## src/rtl/alu_pkg.sv

```systemverilog
// Shared constants for the arbitrated bitwise logic unit: opcodes, FSM
// state encoding and the default datapath width.
package alu_pkg;

  localparam logic [1:0] OP_AND  = 2'd0;
  localparam logic [1:0] OP_OR   = 2'd1;
  localparam logic [1:0] OP_XOR  = 2'd2;
  localparam logic [1:0] OP_XNOR = 2'd3;

  localparam int ALU_WIDTH = 32;

  typedef enum logic [1:0] {
    ST_IDLE = 2'd0,
    ST_EXEC = 2'd1,
    ST_RESP = 2'd2
  } state_t;

endpackage

```

## src/rtl/alu_logic_unit.sv

```systemverilog
// Purely combinational bitwise logic unit (AND/OR/XOR/XNOR), no flags.
module alu_logic_unit
  import alu_pkg::*;
#(
  parameter int WIDTH = ALU_WIDTH
) (
  input  logic [WIDTH-1:0] i_a,
  input  logic [WIDTH-1:0] i_b,
  input  logic [1:0]       i_op,
  output logic [WIDTH-1:0] o_y
);

  always_comb begin
    case (i_op)
      OP_AND:  o_y = i_a & i_b;
      OP_OR:   o_y = i_a | i_b;
      OP_XOR:  o_y = i_a ^ i_b;
      default: o_y = ~(i_a ^ i_b);
    endcase
  end

endmodule

```

## src/rtl/alu_req_arbiter.sv

```systemverilog
// Round-robin arbiter sharing one logic unit among NUM_REQ requesters.
// Define ALU_ARB_FIXED_PRIO_EN for fixed priority (lowest index wins).
//
// state   | meaning
// ST_IDLE | waiting for a request; grant and capture winner's operands
// ST_EXEC | logic unit evaluates captured operands; result registered
// ST_RESP | result held on rsp_* until rsp_ready
module alu_req_arbiter
  import alu_pkg::*;
#(
  parameter int NUM_REQ = 4,
  parameter int WIDTH   = ALU_WIDTH,
  parameter int IDW     = 2
) (
  input  logic                   clk,
  input  logic                   rst_n,
  input  logic [NUM_REQ-1:0]     req_valid,
  output logic [NUM_REQ-1:0]     req_ready,
  input  logic [NUM_REQ*WIDTH-1:0] req_a,
  input  logic [NUM_REQ*WIDTH-1:0] req_b,
  input  logic [NUM_REQ*2-1:0]   req_op,
  output logic                   rsp_valid,
  input  logic                   rsp_ready,
  output logic [WIDTH-1:0]       rsp_data,
  output logic [IDW-1:0]         rsp_id,
  output logic                   busy
);

  state_t             r_state, w_state_nxt;
  logic [WIDTH-1:0]   r_a, r_b;
  logic [1:0]         r_op;
  logic [IDW-1:0]     r_id;
  logic               r_rsp_valid;
  logic [WIDTH-1:0]   r_rsp_data;
  logic [IDW-1:0]     r_rsp_id;

  logic               w_found;
  logic [IDW-1:0]     w_gnt_id;
  logic [NUM_REQ-1:0] w_gnt_oh;
  logic [WIDTH-1:0]   w_sel_a, w_sel_b, w_alu_y;
  logic [1:0]         w_sel_op;

`ifndef ALU_ARB_FIXED_PRIO_EN
  logic [IDW-1:0]     r_rr_ptr;
`endif

  // Pass 1 (round-robin only) looks at indices at or above the pointer;
  // pass 2 is plain lowest-index priority, which also covers the wrap.
  always_comb begin
    w_found  = 1'b0;
    w_gnt_id = '0;
    w_gnt_oh = '0;
    w_sel_a  = '0;
    w_sel_b  = '0;
    w_sel_op = '0;
`ifndef ALU_ARB_FIXED_PRIO_EN
    for (int i = 0; i < NUM_REQ; i++) begin
      if (!w_found && req_valid[i] && (i >= int'(r_rr_ptr))) begin
        w_found     = 1'b1;
        w_gnt_id    = IDW'(i);
        w_gnt_oh[i] = 1'b1;
        w_sel_a     = req_a[i*WIDTH +: WIDTH];
        w_sel_b     = req_b[i*WIDTH +: WIDTH];
        w_sel_op    = req_op[i*2 +: 2];
      end
    end
`endif
    for (int i = 0; i < NUM_REQ; i++) begin
      if (!w_found && req_valid[i]) begin
        w_found     = 1'b1;
        w_gnt_id    = IDW'(i);
        w_gnt_oh[i] = 1'b1;
        w_sel_a     = req_a[i*WIDTH +: WIDTH];
        w_sel_b     = req_b[i*WIDTH +: WIDTH];
        w_sel_op    = req_op[i*2 +: 2];
      end
    end
  end

  alu_logic_unit #(.WIDTH(WIDTH)) u_logic (
    .i_a  (r_a),
    .i_b  (r_b),
    .i_op (r_op),
    .o_y  (w_alu_y)
  );

  always_ff @(posedge clk) begin
    if (!rst_n) r_state <= ST_IDLE;
    else        r_state <= w_state_nxt;
  end

  always_comb begin
    w_state_nxt = r_state;
    req_ready   = '0;
    busy        = 1'b1;
    case (r_state)
      ST_IDLE: begin
        busy = 1'b0;
        // Gated by rst_n so no requester sees a handshake during reset.
        if (rst_n) req_ready = w_gnt_oh;
        if (w_found) w_state_nxt = ST_EXEC;
      end
      ST_EXEC: w_state_nxt = ST_RESP;
      ST_RESP: if (rsp_ready) w_state_nxt = ST_IDLE;
      default: w_state_nxt = ST_IDLE;
    endcase
  end

  always_ff @(posedge clk) begin
    if (!rst_n) begin
      r_a         <= '0;
      r_b         <= '0;
      r_op        <= '0;
      r_id        <= '0;
      r_rsp_valid <= 1'b0;
      r_rsp_data  <= '0;
      r_rsp_id    <= '0;
`ifndef ALU_ARB_FIXED_PRIO_EN
      r_rr_ptr    <= '0;
`endif
    end else begin
      case (r_state)
        ST_IDLE: if (w_found) begin
          r_a  <= w_sel_a;
          r_b  <= w_sel_b;
          r_op <= w_sel_op;
          r_id <= w_gnt_id;
`ifndef ALU_ARB_FIXED_PRIO_EN
          r_rr_ptr <= (int'(w_gnt_id) == NUM_REQ-1) ? '0 : w_gnt_id + 1'b1;
`endif
        end
        ST_EXEC: begin
          r_rsp_data  <= w_alu_y;
          r_rsp_id    <= r_id;
          r_rsp_valid <= 1'b1;
        end
        ST_RESP: if (rsp_ready) r_rsp_valid <= 1'b0;
        default: r_rsp_valid <= 1'b0;
      endcase
    end
  end

  assign rsp_valid = r_rsp_valid;
  assign rsp_data  = r_rsp_data;
  assign rsp_id    = r_rsp_id;

endmodule

```

## config.mk

```make
export PLATFORM = sky130hd
export DESIGN_NAME = alu_req_arbiter
export DESIGN_NICKNAME = d
export VERILOG_FILES = /design/src/rtl/alu_pkg.sv /design/src/rtl/alu_logic_unit.sv /design/src/rtl/alu_req_arbiter.sv
export SDC_FILE = /design/constraint.sdc
export NUM_CORES = 1
export LEC_CHECK = 0
export BUFFER_PORTS_ARGS = -buffer_cell sky130_fd_sc_hd__buf_2
export CAP_MARGIN = 20
export CORE_AREA = 2 2 132 134
export CTS_CLUSTER_DIAMETER = 100
export DETAILED_ROUTE_END_ITERATION = 6
export DIE_AREA = 0 0 134 136
export PLACE_DENSITY = 0.86
export SLEW_MARGIN = 20
export SYNTH_ARGS = -nofsm -noshare
export SYNTH_HDL_FRONTEND = slang
export SYNTH_SLANG_ARGS = --single-unit
```

## constraint.sdc

```tcl
create_clock -name clk -period 4.01 [get_ports clk]
set_input_delay 0.2005 -clock clk [delete_from_list [all_inputs] [get_ports clk]]
set_output_delay 0.2005 -clock clk [all_outputs]
set_load 0.05 [all_outputs]
```

==> flow_summary.ini <==
[clock_tree]
postCtsSetupBuffers = 0
clkTransAtPathRegs_ps = 80
clockBufferDepth = 2
clock_latency_ps = 360
cts_buffers = 9
h-tree-depth = 3
root_buffer = clkbuf_16
cts_tree = done
cts_hold_buffers = 0
post_cts_resize_count = 0
clkSinkCount = 107

[setup_path]
crit_family = flip-flops
crit_buf_inv = 2
crit_top_cell = nor2_1
worstPathRequired_ps = 3810
critPathArrivalTime_ps = 3030
crit_type = flip-flop to output port
cp_cell_sequence = buf_4 > a21oi_1 > a211oi_4 > nor2_1 > nor2_1 > buf_2
path_max_fanout = 39
slowest_stage = dfxtp_2
endpoint_kind = output port
cp_slowest_stage_delay_ps = 860
worstSetupStartpointType = flip-flop

[timing]
finalMaxSlewViolations = 0
final.setup.tns_ps = 0
hold_viol_final = 0
rsz0062_at_grt = false
fin_crit_ps = 3227
finalSetupViolations = 0
relSlewSlack = 0.2995
hold_ws_ps = 128.7
fin_skew_ps = 7.971
worst-slew-pin-transition_ps = 1048
finalCritPeriodShare = 0.8047
max_freq_ghz = 0.3099

[finish]
fin_nets = 1881
drive_gt1_frac = 0.2392
seqCellArea_sq_um = 2148
nFillCells = 1534
multi_input_area_sq_um = 6115
stdcell_count = 1787
syn2layout_area_growth_pct = 20.22

[global_route]
grt_pass1_wl_um = 57070
grt_pass1_vias = 10670
grt_usage = 0.3955
antenna_found_initial = 6
overflow = 0
grt_max_degree = 82

[power_and_ir_drop]
peakVddDrop_mv = 0.2052
p_leak_nw = 4.778
power_mw = 4.032
powerDensity_nw_per_um2 = 362.8

[logic_synthesis]
netlist_area_sq_um = 9245
postSynthCellCount = 1327
yosysTopAreaCell = dfxtp_1
synthTopCellsByArea = dfxtp_1, nand2_1, ha_1, a21oi_1, inv_1
yosys_warnings = 0
synth_cell_types = 41
netlist.area_leader.share = 0.2317
ys.flop_type = dfxtp_1
syn_avg_cell_area_sq_um = 6.967
syn-num-nets = 1662
ys_seq_area_frac = 0.2317
ys_ff_latch = 107
synth_edf_count = 0
async_reset_ff_frac = 0

[die]
die_x_um = 134
design.die.area_sq_um = 18220
io_pins = 311
core_region_area_sq_um = 16880
rows = 48
die_height_um = 136
start_util = 0.5478

[routing]
vias = 11690
drt_iter0_drc = 1426
wl_met1_um = 13500
wl_met2_um = 16210
first_pass_iters = 6
vias_per_cell = 6.543
drc_errors = 0
wire_per_inst_um = 20.74
highest_layer = met4
routed-wl-met3_um = 5118
wl_um = 37070
postRouteAntennaNets = 0

[placed_design]
post-place-cells = 1760
routabilityCongestion = 1.003
portBuffers = 310
dpl.hpwl_um = 26640

[status]
status = completed

[worst_hold_path]
holdCritPathClass = input port to flip-flop

[job]
maxCapViolCount = 0
==> placed cells by master, fill, tap and decap left out, types with 10 or more instances in the layout <==
| master | n |
|---|---|
| buf_2 | 310 |
| nand2_1 | 218 |
| a21oi_1 | 146 |
| inv_1 | 132 |
| dfxtp_1 | 104 |
| nand3_1 | 69 |
| o21ai_0 | 67 |
| o211ai_1 | 66 |
| ha_1 | 64 |
| a211oi_1 | 56 |
| o21a_1 | 35 |
| a221o_1 | 34 |
| a22oi_1 | 34 |
| o21ai_1 | 34 |
| o221ai_1 | 32 |
| a221oi_1 | 31 |
| buf_4 | 28 |
| o2bb2ai_1 | 22 |
| diode_2 | 11 |
| nor2_1 | 10 |
==> synthesized netlist by cell type, drive strengths merged, types with 31 or more instances <==
library cell  count
o221ai           32
o21ai           101
a21oi           146
buf              47
o21a             35
nand3            69
a221oi           31
nand2           218
ha               64
inv             133
dfxtp           107
a211oi           57
o211ai           66
clkbuf           83
a221o            34
a22oi            34
==> worst paths after layout <==
kind | start | end | slack, ps | depth (start not counted)
worst max register to register | r_rr_ptr[1] | r_a[23] | 1080 | 5
worst max-delay path | r_rr_ptr[1] | req_ready[2] | 780 | 6
worst min register to register | rsp_data[25] | rsp_data[25] | 450 | 2
worst min-delay path | req_a[116] | r_a[20] | 130 | 3
==> cells by family after synthesis <==
group / share of synthesized area
simple gates: 0.1454
compound gates: 0.4244
fa+ha+maj: 0.08662
buf+inv: 0.1119
flops: 0.2317
==> routing by layer <==
| metal | global-route usage | vias to the layer above |
|---|---|---|
| met5 | 0 | - |
| met2 | 0.6034 | 930 |
| met4 | 0.2193 | 0 |
| met3 | 0.08949 | 170 |
| li1 | - | 5292 |
| met1 | 0.5168 | 5301 |
==> stage by stage <==
stage               worst slack, ps  utilization  cell area [sq um]
floorplan                      1788            -               9245
global placement               1340       0.6401              10800
detailed placement             1258       0.6401              10800
CTS                           908.9       0.6568              11080
global route                  780.8       0.6577              11100
finish                        783.2       0.6586              11110
==> worst reg2reg max path: cells and delay by family, from the launching register on <==
| kind | cells | cell delay [ps] |
|---|---|---|
| AOI/OAI and AO/OA | 2 | 410 |
| and+or+nand+nor | 3 | 1530 |
| DFF | 1 | 860 |
==> flip-flops by register name, summed over array words and instances (netlist names) <==
| name | flops |
|---|---|
| r_rr_ptr | 2 |
| rsp_data | 32 |
| rsp_valid | 1 |
| r_id | 2 |
| r_op | 2 |
| rsp_id | 2 |
| r_state | 2 |
| r_a | 32 |
| r_b | 32 |
==> final cells by class <==
cell class                      instances  area share
Multi-Input combinational cell        957      0.5502
Sequential cell                       107      0.1933
Timing Repair Buffer                  338      0.1585
Inverter                              133     0.04492
Tap cell                              225     0.02533
Clock buffer                           12     0.02308
Antenna cell                           11    0.002477
Clock inverter                          4    0.002251
==> report_power, final <==
group	internal [mW]	total, mW	switching (mW)
Sequential	1.23	1.46	0.230
Clock	0.455	0.884	0.429
Combinational	0.626	1.69	1.07
Note: power is estimated with default switching activity, not from simulation.
